--- config.mk ---
export PLATFORM = sky130hd
export DESIGN_NAME = tdm_demux
export DESIGN_NICKNAME = d
export VERILOG_FILES = /design/src/rtl/tdm_demux.sv
export SDC_FILE = /design/constraint.sdc
export NUM_CORES = 1
export LEC_CHECK = 0
export CAP_MARGIN = 10
export CORE_MARGIN = 2
export CORE_UTILIZATION = 45
export CTS_BUF_LIST = sky130_fd_sc_hd__clkbuf_8
export DETAILED_ROUTE_END_ITERATION = 7
export PLACE_DENSITY = 0.8
export SETUP_SLACK_MARGIN = 0.5
export SLEW_MARGIN = 0
export SYNTH_ARGS = -nofsm -noshare
export SYNTH_HDL_FRONTEND = slang
export SYNTH_SLANG_ARGS = --single-unit
export TNS_END_PERCENT = 20
--- constraint.sdc ---
create_clock -name clk -period 2.4 [get_ports clk]
set_clock_uncertainty 0.05 [all_clocks]
set_input_delay 0.48 -clock clk [delete_from_list [all_inputs] [get_ports clk]]
set_output_delay 0.48 -clock clk [all_outputs]
set_load 0.03 [all_outputs]
--- src/rtl/tdm_demux.sv ---
// Registered N-channel TDM demultiplexer: locks to frame_sync, tracks the slot
// index and fans the muxed word stream out onto per-channel registered outputs.
module tdm_demux #(
  parameter int unsigned NUM_CH = 4,
  parameter int unsigned DATA_W = 8
) (
  input  logic                     clk,
  input  logic                     rst_n,
  input  logic                     en,
  input  logic [DATA_W-1:0]        din,
  input  logic                     din_valid,
  input  logic                     frame_sync,
  output logic [NUM_CH*DATA_W-1:0] ch_data,
  output logic [NUM_CH-1:0]        ch_valid,
  output logic                     frame_done,
  output logic                     locked,
  output logic                     sync_err
);

  localparam int unsigned SLOT_W = (NUM_CH > 1) ? $clog2(NUM_CH) : 1;
  localparam logic [SLOT_W-1:0] LAST_SLOT = SLOT_W'(NUM_CH - 1);

  typedef enum logic {HUNT = 1'b0, LOCKED = 1'b1} state_t;

  state_t                     state, state_nxt;
  logic [SLOT_W-1:0]          slot, slot_nxt;
  logic [NUM_CH*DATA_W-1:0]   ch_data_nxt;
  logic [NUM_CH-1:0]          ch_valid_nxt;
  logic                       frame_done_nxt;
  logic                       sync_err_nxt;
  logic                       wr;
  logic [SLOT_W-1:0]          wr_slot;
  logic                       beat;

  assign beat = en & din_valid;

  // State register and all registered outputs.
  always_ff @(posedge clk or negedge rst_n) begin
    if (!rst_n) begin
      state      <= HUNT;
      slot       <= '0;
      ch_data    <= '0;
      ch_valid   <= '0;
      frame_done <= 1'b0;
      locked     <= 1'b0;
      sync_err   <= 1'b0;
    end else begin
      state      <= state_nxt;
      slot       <= slot_nxt;
      ch_data    <= ch_data_nxt;
      ch_valid   <= ch_valid_nxt;
      frame_done <= frame_done_nxt;
      locked     <= (state_nxt == LOCKED);
      sync_err   <= sync_err_nxt;
    end
  end

  // Next-state, slot tracking and write decision.
  always_comb begin
    state_nxt      = state;
    slot_nxt       = slot;
    frame_done_nxt = 1'b0;
    sync_err_nxt   = 1'b0;
    wr             = 1'b0;
    wr_slot        = '0;

    if (beat) begin
      case (state)
        HUNT: begin
          if (frame_sync) begin
            wr        = 1'b1;
            slot_nxt  = SLOT_W'(1);
            state_nxt = LOCKED;
          end
        end
        LOCKED: begin
          if (frame_sync) begin
            // Early sync restarts the frame at slot 0; the partial frame is abandoned.
            wr           = 1'b1;
            slot_nxt     = SLOT_W'(1);
            sync_err_nxt = (slot != '0);
          end else if (slot == '0) begin
            sync_err_nxt = 1'b1;
            slot_nxt     = '0;
            state_nxt    = HUNT;
          end else begin
            wr             = 1'b1;
            wr_slot        = slot;
            frame_done_nxt = (slot == LAST_SLOT);
            slot_nxt       = (slot == LAST_SLOT) ? '0 : slot + SLOT_W'(1);
          end
        end
        default: begin
          state_nxt = HUNT;
          slot_nxt  = '0;
        end
      endcase
    end
  end

  // Channel fan-out: one slice and one valid bit for the written slot.
  always_comb begin
    ch_data_nxt  = ch_data;
    ch_valid_nxt = '0;
    for (int k = 0; k < int'(NUM_CH); k++) begin
      if (wr && (wr_slot == SLOT_W'(k))) begin
        ch_data_nxt[k*DATA_W +: DATA_W] = din;
        ch_valid_nxt[k]                 = 1'b1;
      end
    end
  end

endmodule

==> results of run 1 <==
-- per-stage QoR --
| stage | setup TNS [ns] | hold WS, ns | utilization, % | power, W | std cells |
|---|---|---|---|---|---|
| floorplan | 0 | 0.134 | - | 0.00153 | 107 |
| global placement | 0 | 0.426 | 65.4 | 0.00193 | 207 |
| detailed placement | -0.720 | 0.445 | 65.4 | 0.00198 | 207 |
| CTS | 0 | 0.287 | 72.4 | 0.00259 | 225 |
| global route | 0 | 0.315 | 73.1 | 0.00272 | 227 |
| finish | 0 | 0.254 | 73.1 | 0.00260 | 227 |
-- power by group --
group	leakage, nW	internal (W)	switching (W)
clock	0.0540	0.000302	0.000215
sequential	0.538	0.000859	0.000109
combinational	0.605	0.000521	0.000595
-- flip-flops by register name, indices dropped and copies added (netlist names) --
signal / count
ch_data: 32
ch_valid: 4
slot: 2
frame_done: 1
state: 1
sync_err: 1
-- cells in the mapped netlist, drive strengths merged --
cell	number	share of area [%]
dfrtp	41	63
mux2	32	22
inv	7	1.6
nand2	5	1.1
ha	4	3.1
nor2	4	1.1
nand2b	2	0.76
o21ai	2	0.84
a21o	1	0.46
a21oi	1	0.99
a22oi	1	0.46
and2	1	0.38
and2b	1	0.46
nand3	1	0.31
nand4	1	1.3
nor4	1	0.76
o22ai	1	0.38
o31ai	1	1.3
-- final cells by class --
cell class / instances / area, sq um
Clock buffer: 5 / 68.8
Clock inverter: 2 / 35.0
Inverter: 7 / 28.8
Sequential cell: 41 / 1030
Timing Repair Buffer: 66 / 623
Multi-Input combinational cell: 60 / 657
Fill cell: 233 / 920
Tap cell: 46 / 57.6
-- routing by layer --
layer  vias up  track usage (%)  wire [microns]
met2        41             37.2            2100
met4         0             11.7              89
met1       588             22.6            1440
met5         -                0               0
met3         9             4.75             161
li1        520                -               -
-- what timing repair did --
item / in CTS / in global routing
pin swaps: 4 / 1
gates cloned: 1 / 0
resized for setup: 12 / 2
endpoints found under the setup margin: 34 / 40
buffers inserted: 10 / 2
-- kinds of logic after synthesis --
group	count (synthesis)	share of synthesized area [%]
flops	41	62.7
mux	32	22.0
simple gates	16	6.19
compound gates	7	4.43
buf+inv	7	1.61
fa+ha+maj	4	3.06
-- worst max-delay path by stage --
stage	startpoint	endpoint	slack, ns	cells past startpoint
floorplan	slot[0]	ch_data[0]	0.50	6
global placement	frame_sync	ch_data[22]	0.01	7
detailed placement	frame_sync	ch_data[29]	-0.06	6
CTS	en	ch_data[23]	0.44	6
global route	slot[0]	ch_data[1]	0.43	8
finish	en	ch_data[23]	0.47	6
-- worst max-delay path, cell delays in order --
cell and delay (ns):
clkdlybuf4s50_1 0.49, nand3_1 0.16, buf_4 0.20, nor2_4 0.16, nand4_4 0.20, mux2_4 0.35
==> summary.md, run 1 <==
| Metric | Value |
|---|---|
| Status | complete, no violations |
| Final antenna-violating net count | 0 |
| Final Instance Area | 0.00250 sq mm |
| Hold Path Class | in2async |
| Worst Setup Start Kind | primary input |
| Clk buf depth | 2 |
| Initial antenna violation count | 0 |
| Die X | 64.3 microns |
| Register-to-register setup slack | 0.49 ns |
| Tot GR Track Use | 20.9% |
| Most frequent cells in the layout | 48 x clkdlybuf4s50_1, 41 x dfrtp_1, 30 x mux2_2 |
| Mapped Area | 0.00164 sq mm |
| Synth Instances | 107 |
| DR vias/cell | 5.10 |
| Core area | 0.00342 sq mm |
| Post-route DRC violation count | 0 |
| VDD IR max | 596 uV |
| Syn Nets | 124 |
| Area of the die | 0.00414 sq mm |
| Synth warnings | 0 |
| Worst Max-Slew Pin Slew | 0.859 ns |
| DP Area | 0.00223 sq mm |
| Worst skew pair latency | 0.28 ns |
| Slew headroom | 42.7% |
| CTS tree | yes |
| Type of the worst setup path | in2reg |
| Setup Viol. Count Final | 0 |
| Largest net degree at the start of global routing | 42 |
| First-pass GRT wire length | 6160 microns |
| Crit Path Max Fanout | 5 |
| CTS Buf Count | 5 |
| Routed wire per std cell | 16.7 microns |
| Final net count | 198 |
| #FFs+latches synth | 41 |
| Post-placement setup slack | -0.0644 ns |
| Area grow syn2layout | 52.5% |
| IO Port Bufs | 51 |
| Antenna diodes | 0 |
| Seq/Total Area, Yosys | 62.7% |
| Gr ovfl total | 0 |
| P_leak | 1.20 nW |
| CTS hold repair buffers | 0 |
| First drt pass iteration count | 4 |
| Req. time, crit path | 2.52 ns |
| Commonest non-fill, non-tap cell in the layout | clkdlybuf4s50_1 |
| Tmin final | 1.93 ns |
| Post-Route WL | 3790 microns |
| Iter 0 DRT Violations | 49 |
| Fmax | 518 MHz |
| Setup ws final | 0.470 ns |
| CTS root buffer | clkbuf_8 |
| Initial Utilization | 47.9% |
| Global placer's final weighted congestion | 0.918 |
| Final Max Slew Viols | 0 |
| H-tree levels | 2 |
| Crit. End Element | flop |
| Hpwl dp | 2530 microns |
| Final hold viol count | 0 |
| Die Ht | 64.3 microns |
| RSZ-0062 raised after global routing | yes |
| Netlist cell types | 21 |
| Clock transition at path regs | 0.07 ns |
| Share of cells above drive strength 1 | 38.1% |
| Worst r2r path cells | 8 |
| Fin crit share | 80.4% |
| Crit path arrival time | 2.05 ns |
| Via Count | 1158 |
| CTS Sinks | 41 |
| Row count | 21 |
| Number of global-route vias before repair | 1248 |
| Crit Reg-Reg Endpoint | ch_data[1] |
| I/O Pins | 52 |
| Synth Area per Inst | 15.3 sq um |
| Max cap viols | 0 |
| PwrDens | 1040 mW/mm^2 |
| Reg2reg start | slot[0] |
Note: power is estimated with default switching activity, not from simulation.
==> run 2, diff against run 1 <==
CORE_UTILIZATION = 43   (was 45)
clock period = 1.7 ns   (was 2.4 ns; I/O delays follow)
==> summary.md, run 2 (same netlist as run 1, synthesis figures left out) <==
| Metric | Value |
|---|---|
| CTS tree | yes |
| Commonest non-fill, non-tap cell in the layout | dfrtp_1 |
| DR vias/cell | 4.94 |
| Type of the worst setup path | reg2reg |
| CTS root buffer | clkbuf_8 |
| Largest net degree at the start of global routing | 28 |
| Share of cells above drive strength 1 | 61.3% |
| Crit path arrival time | 2.07 ns |
| Tot GR Track Use | 22.1% |
| Hold slack | -0.0196 ns |
| CTS Buf Count | 5 |
| Clk buf depth | 2 |
| Filler Cells Inserted | 238 |
| I/O Pins | 52 |
| Setup ws final | -0.233 ns |
| Net Sw Frac | 38.8% |
| Hpwl dp | 2710 microns |
| Seq pwr share | 37.2% |
| Hold Path Class | in2async |
| Initial antenna violation count | 0 |
| Area of the die | 0.00432 sq mm |
| First drt pass iteration count | 4 |
| Largest stage delay, worst path | 0.40 ns |
| Crit. End Element | flop |
| Final antenna-violating net count | 0 |
| Routed wire per std cell | 18.5 microns |
| CP delay by family, top | flip-flops |
| RSZ-0062 raised after global routing | yes |
| IO Port Bufs | 51 |
| Failing checks | negative hold slack, negative setup slack |
| CP max stage cell | dfrtp_1 |
| Crit Path Max Fanout | 5 |
| Clk pwr share | 17.2% |
| Tmin final | 1.93 ns |
| Max reg flops | 32 |
| Fmax | 517 MHz |
| Combinational power share | 45.7% |
| Post-route DRC violation count | 0 |
| Gr ovfl total | 0 |
| CP Cell Sequence | inv_2 > ha_4 > ha_4 > nand2b_4 > a21oi_4 > nand4_4 > buf_12 > mux2_4 |
| Row count | 22 |
| Worst Setup Start Kind | flop |
| Die X | 65.7 microns |
| Iter 0 DRT Violations | 35 |
| Clock transition at path regs | 0.08 ns |
| # placed instances | 218 |
| Final Max Slew Viols | 0 |
| Req. time, crit path | 1.84 ns |
| PwrDens | 1390 mW/mm^2 |
| Biggest register | ch_data |
| Status | finished, violations left |
| Final hold viol count | 25 |
| Most frequent cells in the layout | 41 x dfrtp_1, 30 x buf_6, 29 x mux2_2 |
| Antenna diodes | 0 |
| Area grow syn2layout | 60.6% |
| Setup Viol. Count Final | 33 |
| Fin crit share | 114% |
| CP Buf/Inv Count | 2 |
| Via Count | 1181 |
| Core area | 0.00366 sq mm |
| CP dominant cell by count | ha_4 |
| Worst skew pair latency | 0.30 ns |
| Die Ht | 65.7 microns |
| Final std cells w/o fill | 239 |
| Regs by FF count | ch_data x32, ch_valid x4, slot x2 |
| H-tree levels | 2 |
| P_leak | 1.34 nW |
| CTS Sinks | 41 |
| Final net count | 207 |
| Max cap viols | 0 |
| Slew headroom | 61.9% |
| VDD IR max | 995 uV |
| P_sw | 0.00142 W |
| Initial Utilization | 44.7% |
| Int Pwr | 0.00224 W |
| Global placer's final weighted congestion | 0.748 |
| Number of global-route vias before repair | 1322 |
| Post-Route WL | 4420 microns |
| Worst Max-Slew Pin Slew | 0.571 ns |
| First-pass GRT wire length | 6820 microns |
run 2: cell types whose count changed in the layout (fill, tap and decap cells not counted), sizes merged:
cell	change
o21ai	+1
clkdlybuf4s15	+1
clkinv	+1
dlygate4sd2	+6
bufinv	-1
nand4	-1
clkbuf	+4
buf	+33
nand2	+1
clkinvlp	+1
clkdlybuf4s18	+3
clkdlybuf4s50	-39
run 2: repair_timing:
action | CTS | global route
setup buffers | 9 | 2
resized for setup | 174 | 60
hold buffers | 0 | 0
pin swaps | 7 | 7
gates cloned | 2 | 0
endpoints found under the setup margin | 79 | 78
run 2: final timing paths:
check | from | end | slack [ns] | depth (start not counted)
setup / recovery | slot[1] | ch_data[23] | -0.23 | 8
hold / removal | rst_n | sync_err | -0.02 | 1
setup reg to reg | slot[1] | ch_data[23] | -0.23 | 8
hold reg to reg | ch_data[26] | ch_data[26] | 0.46 | 1
max in group asynchronous | rst_n | ch_data[9] | 1.06 | 2
min in group clk | ch_data[26] | ch_data[26] | 0.46 | 1
run 2: stage by stage:
step	power, W	utilization (%)	cell area, sq um	TNS [ns]	setup slack (ns)
after floorplan	0.00219	-	1670	-3.71	-0.182
after global placement	0.00283	63.6	2330	-14.21	-0.455
after detailed placement	0.00289	63.6	2330	-16.31	-0.511
after CTS	0.00356	70.7	2590	-3.81	-0.188
after global routing	0.00382	71.8	2630	-6.01	-0.285
final	0.00366	71.8	2630	-4.54	-0.233
run 2: layout make-up:
| type | instances | area, sq um | share of cell area (%) |
|---|---|---|---|
| Timing Repair Buffer | 74 | 723 | 27.5 |
| Multi-Input combinational cell | 61 | 707 | 26.9 |
| Inverter | 7 | 26.3 | 1.00 |
| Clock buffer | 5 | 68.8 | 2.62 |
| Tap cell | 48 | 60.1 | 2.28 |
| Sequential cell | 41 | 1030 | 39.0 |
| Clock inverter | 3 | 17.5 | 0.666 |
run 2: power by group through the flow:
stage	sequential [W]	combinational (W)	clock [W]
2_1_floorplan	0.00180	0.000384	0
3_3_place_gp	0.00134	0.00149	0
3_5_place_dp	0.00135	0.00154	0
4_1_cts	0.00134	0.00159	0.000635
5_1_grt	0.00138	0.00176	0.000683
6_report	0.00136	0.00167	0.000627
run 2: routing by layer:
layer	GRT usage [%]	part of all wire, %	vias to the layer above
met5	0	0	-
met4	7.55	1.3	0
met3	7.19	7.8	9
met2	37.1	53	49
met1	26.5	38	579
li1	-	-	544
